===== config.mk =====
export PLATFORM = sky130hd
export DESIGN_NAME = redirect_ctrl
export DESIGN_NICKNAME = d
export VERILOG_FILES = /design/src/rtl/redirect_ctrl.sv
export SDC_FILE = /design/constraint.sdc
export NUM_CORES = 1
export LEC_CHECK = 0
export BUFFER_PORTS_ARGS = -buffer_cell sky130_fd_sc_hd__buf_2
export CORE_MARGIN = 2
export CORE_UTILIZATION = 29
export CTS_CLUSTER_SIZE = 30
export DETAILED_ROUTE_END_ITERATION = 10
export GPL_ROUTABILITY_DRIVEN = 0
export SLEW_MARGIN = 20
export SYNTH_ARGS = -nofsm -noshare
export SYNTH_HDL_FRONTEND = slang
export SYNTH_SLANG_ARGS = --single-unit

===== constraint.sdc =====
create_clock -name clk_i -period 4.3 [get_ports clk_i]
set_clock_uncertainty 0.05 [all_clocks]
set_input_delay 0.86 -clock clk_i [delete_from_list [all_inputs] [get_ports clk_i]]
set_output_delay 0.86 -clock clk_i [all_outputs]
set_load 0.01 [all_outputs]

===== src/rtl/redirect_ctrl.sv =====
// Front-end redirect sequencer: turns resolved EXU control flow (and the boot
// fetch) into a redirect request to IFU plus a timed IF/ID flush.
module redirect_ctrl #(
  parameter int unsigned     PC_W      = 32,
  parameter logic [PC_W-1:0] RESET_PC  = 32'h8000_0000,
  parameter int unsigned     DRAIN_CYC = 2,
  parameter int unsigned     CNT_W     = 16
) (
  input  logic             clk_i,
  input  logic             rst_n_i,
  input  logic             exu_valid_i,
  output logic             exu_ready_o,
  input  logic [PC_W-1:0]  exu_npc_i,
  input  logic [PC_W-1:0]  exu_pred_npc_i,
  input  logic             exu_is_trap_i,
  output logic             redirect_valid_o,
  output logic [PC_W-1:0]  redirect_pc_o,
  input  logic             redirect_ready_i,
  output logic             flush_o,
  output logic [CNT_W-1:0] mispred_cnt_o,
  output logic [CNT_W-1:0] trap_cnt_o
);

  typedef enum logic [1:0] {
    ST_INIT  = 2'd0,
    ST_REDIR = 2'd1,
    ST_DRAIN = 2'd2,
    ST_IDLE  = 2'd3
  } state_e;

  // The REDIR->DRAIN edge already counts as one drain cycle, hence the -1.
  localparam logic [3:0]       DRAIN_INIT = (DRAIN_CYC == 32'd0) ? 4'd0 : 4'(DRAIN_CYC - 32'd1);
  localparam logic [CNT_W-1:0] CNT_MAX    = {CNT_W{1'b1}};

  state_e            state_r;
  logic              exu_ready_r;
  logic              redirect_valid_r;
  logic [PC_W-1:0]   redirect_pc_r;
  logic              flush_r;
  logic [3:0]        drain_cnt_r;
  logic [CNT_W-1:0]  mispred_cnt_r;
  logic [CNT_W-1:0]  trap_cnt_r;

  logic accept_s;
  logic need_redir_s;
  logic handshake_s;

  function automatic logic [CNT_W-1:0] sat_inc(input logic [CNT_W-1:0] val);
    return (val == CNT_MAX) ? val : val + CNT_W'(1);
  endfunction

  assign accept_s     = exu_valid_i & exu_ready_r;
  assign need_redir_s = exu_is_trap_i | (exu_npc_i != exu_pred_npc_i);
  assign handshake_s  = redirect_valid_r & redirect_ready_i;

  // Redirect sequencing FSM with all outputs and counters registered.
  always_ff @(posedge clk_i or negedge rst_n_i) begin
    if (!rst_n_i) begin
      state_r          <= ST_INIT;
      exu_ready_r      <= 1'b0;
      redirect_valid_r <= 1'b0;
      redirect_pc_r    <= {PC_W{1'b0}};
      flush_r          <= 1'b0;
      drain_cnt_r      <= 4'd0;
      mispred_cnt_r    <= {CNT_W{1'b0}};
      trap_cnt_r       <= {CNT_W{1'b0}};
    end else begin
      case (state_r)
        ST_INIT: begin
          state_r          <= ST_REDIR;
          redirect_valid_r <= 1'b1;
          redirect_pc_r    <= RESET_PC;
          flush_r          <= 1'b1;
          exu_ready_r      <= 1'b0;
        end
        ST_REDIR: begin
          if (handshake_s) begin
            redirect_valid_r <= 1'b0;
            if (DRAIN_CYC == 32'd0) begin
              state_r     <= ST_IDLE;
              flush_r     <= 1'b0;
              exu_ready_r <= 1'b1;
            end else begin
              state_r     <= ST_DRAIN;
              drain_cnt_r <= DRAIN_INIT;
            end
          end
        end
        ST_DRAIN: begin
          if (drain_cnt_r == 4'd0) begin
            state_r     <= ST_IDLE;
            flush_r     <= 1'b0;
            exu_ready_r <= 1'b1;
          end else begin
            drain_cnt_r <= drain_cnt_r - 4'd1;
          end
        end
        ST_IDLE: begin
          if (accept_s && need_redir_s) begin
            state_r          <= ST_REDIR;
            redirect_valid_r <= 1'b1;
            redirect_pc_r    <= exu_npc_i;
            flush_r          <= 1'b1;
            exu_ready_r      <= 1'b0;
            // A trap is always attributed to the trap counter, even on a PC match.
            if (exu_is_trap_i) begin
              trap_cnt_r <= sat_inc(trap_cnt_r);
            end else begin
              mispred_cnt_r <= sat_inc(mispred_cnt_r);
            end
          end
        end
        default: begin
          state_r          <= ST_INIT;
          exu_ready_r      <= 1'b0;
          redirect_valid_r <= 1'b0;
          flush_r          <= 1'b0;
          drain_cnt_r      <= 4'd0;
        end
      endcase
    end
  end

  assign exu_ready_o      = exu_ready_r;
  assign redirect_valid_o = redirect_valid_r;
  assign redirect_pc_o    = redirect_pc_r;
  assign flush_o          = flush_r;
  assign mispred_cnt_o    = mispred_cnt_r;
  assign trap_cnt_o       = trap_cnt_r;

endmodule


==> impl_metrics.csv <==
group,metric,value,unit
placed_design,dp_hpwl,9521,µm
worst_setup_path,crit_slowest_cell,"nand3_2",
sta,drv_slew,0,
worst_setup_path,end_kind,"flop",
die,rows,44,
finish,fill_cells,1486,
finish,antenna_cells,0,
logic_synthesis,synth.cells.most_frequent,"nand2_1 (84), dfrtp_1 (73), nand4_1 (49), xnor2_1 (42), o211ai_2 (30)",
worst_setup_path,cp.arrival,2920,ps
logic_synthesis,yosysMostFrequentCell,"nand2_1",
power_and_ir_drop,p_leak,2.717,nW
worst_setup_path,crit-reg2reg-capture,"redirect_valid_o",
placed_design,dp_slack,1208,ps
sta,final_hold_viol_count,0,
sta,finalWorstSetupSlack,1540,ps
global_route,grt_overflow_total,0,
logic_synthesis,syn_nets,526,
logic_synthesis,async_flop_share,100.0,%
logic_synthesis,ys.warnings.count,0,
global_route,grt_pass1_vias,3799,
placed_design,io_buffers,135,
worst_setup_path,cpPeakStageDelay,390,ps
die,die_w,126.7,µm
sta,worst_pin_slew,975.3,ps
cts,ctsHoldBuffers,0,
die,start_util,29.80,%
routing,vias,3953,
logic_synthesis,synth_cell_types,44,
worst_setup_path,startpoint,"exu_npc_i[31]",
run_status,status,"completed",
die,die_h,126.7,µm
cts,clock_sinks,73,
worst_setup_path,reg2reg_from,"state_r[0]",
die,core,0.01464,mm²
global_route,grt_max_degree,74,
global_route,grt_use_total,16.30,%
worst_setup_path,start_kind,"primary input",
routing,ant_nets,0,
logic_synthesis,synthTopCellsByArea,"dfrtp_1 (42%), o211ai_2 (8.6%), xnor2_1 (8.4%), nand2_1 (7.2%), nand4_1 (7.0%)",
worst_setup_path,criticalPathCategory,"in -> reg",
logic_synthesis,synth_flop_cell,"dfrtp_1",
worst_setup_path,endpoint,"exu_ready_o",
flow_run,maxCapViolCount,0,
cts,cts_resized,0,
sta,finalSetupViolCount,0,
logic_synthesis,synth_seq_area_share,41.86,%
finish,area_growth_syn_to_layout,26.35,%
logic_synthesis,avgSynthCellArea,9.763,µm²
power_and_ir_drop,p_per_area,536.1,mW/mm²
cts,cts_root_buffer,"clkbuf_16",
worst_setup_path,crit_chain,"buf_2 > xnor2_1 > nand4_1 > nor4b_2 > nand3_2 > a21oi_1 > mux2_1",
routing,firstDrtPassIters,4,
logic_synthesis,synth_top_area_cell,"dfrtp_1",
sta,period_needed,2760,ps
global_route,grt_pass1_wl,20690,µm
worst_setup_path,r2r_cells,5,
logic_synthesis,synth-seq-cells,73,
logic_synthesis,synth-edff-count,0,
worst_hold_path,hold_path_class,"reg -> reg",
global_route,antenna_found_initial,0,
sta,maxSlewHeadroom,34.98,%
sta,clock.fmax,362.4,MHz
logic_synthesis,synth_area,0.004364,mm²
cts,cts_inserted_buffers,9,
cts,cts_tree,"done",
worst_setup_path,cp_max_fo,18,
die,io_pins,136,
sta,fin_tns_setup,0,ps
worst_setup_path,cp.required,4460,ps
sta,rsz0062_at_grt,"false",
cts,cts.path.max_buffers,2,
finish,post_route_cells_drive_above_1_share,33.85,%
routing,vias_per_cell,5.181,
finish,fin_nets,653,
routing,route.detailed.drc,0,
die,die_area,0.01605,mm²
worst_setup_path,r2r_slack,1870,ps
cts,cts_max_level,3,
cts,post-cts-setup-buffer-count,0,
routing,routedWlPerCell,17.16,µm
routing,drt_iter0_drc,225,
power_and_ir_drop,ir_worst_vdd,240.2,µV
logic_synthesis,netlist_instances,447,
cts,clk_pin_slew,60,ps
power_and_ir_drop,power,2.956,mW
sta,period_share,64.18,%
routing,wl,13090,µm
logic_synthesis,synthDominantCellAreaShare,41.86,%
cts,clock_latency,330,ps
-- routing by layer --
metal  vias to the layer above  track usage [%]  part of all wire, %
met5                         -                0                    0
met4                         0            4.008                 0.76
met3                         8            4.218                  7.1
met2                       140            26.23                   47
met1                      1939            22.04                   45
li1                       1866                -                    -
-- sequential cells by signal, summed over array words and instances, names as in the netlist --
register and cells:
redirect_pc_o 32, mispred_cnt_o 16, trap_cnt_o 16, drain_cnt_r 4, state_r 2, exu_ready_o 1
flush_o 1, redirect_valid_o 1
-- final cells by class --
class / count / area, µm² / area share (%)
Clock buffer: 15 / 297.8 / 5.401
Clock inverter: 1 / 30.03 / 0.5446
Inverter: 7 / 26.28 / 0.4765
Multi-Input combinational cell: 342 / 2380 / 43.16
Sequential cell: 73 / 1827 / 33.13
Tap cell: 184 / 230.2 / 4.175
Timing Repair Buffer: 141 / 723.2 / 13.12
-- placed cells by master, fill, tap and decap left out, types with 11 or more instances in the layout --
| cell | Yosys | layout |
|---|---|---|
| nor2_1 | 12 | 11 |
| nand2_1 | 84 | 84 |
| nand4_1 | 49 | 49 |
| and3_1 | 15 | 15 |
| buf_2 | 3 | 134 |
| nand3_1 | 13 | 12 |
| o211ai_2 | 30 | 30 |
| xor2_1 | 17 | 17 |
| dfrtp_1 | 73 | 73 |
| xnor2_1 | 42 | 42 |
-- cells by family (layout without fill, tap and decap cells) --
group	Yosys count	in the layout	share of synthesized area, %
AND/OR/NAND/NOR	212	212	25.63
flip-flops	73	73	41.86
XOR/XNOR	59	59	11.84
AO/OA/AOI/OAI	57	57	12.84
buffers and inverters	32	164	3.956
adder cells (fa/ha/maj)	10	10	2.867
multiplexers	4	4	1.003
-- where the power goes --
part,leakage [nW],internal (mW),switching (mW)
registers,0.978,0.871,0.157
logic,1.58,0.428,0.686
clock network,0.162,0.529,0.286
total,2.72,1.83,1.13
-- worst min path at each step --
stage	startpoint	endpoint	slack, ps	depth (start not counted)
after CTS	trap_cnt_o[11]	trap_cnt_o[11]	440	1
after global placement	trap_cnt_o[11]	trap_cnt_o[11]	430	1
after detailed placement	trap_cnt_o[11]	trap_cnt_o[11]	430	1
after global routing	redirect_pc_o[23]	redirect_pc_o[23]	480	2
final	trap_cnt_o[11]	trap_cnt_o[11]	430	1
after floorplan	trap_cnt_o[11]	trap_cnt_o[11]	470	1
-- critical path: cells and delay by family --
family	cells	cell delay, ps
xor gates and xnor gates	1	300
and+or+nand+nor	3	940
muxes	1	350
AOI/OAI and AO/OA	1	340
buffers and inverters	1	120
-- stage by stage --
stage	util [%]	hold WS, ps	cells	instance area [µm²]
after floorplan	-	468.7	447	4364
after global placement	35.42	428.3	747	5186
after detailed placement	35.42	429.9	747	5186
after CTS	37.65	441.4	763	5514
after global routing	37.65	481.6	763	5514
final	37.65	434.7	763	5514
(Power assumes the default switching activity.)
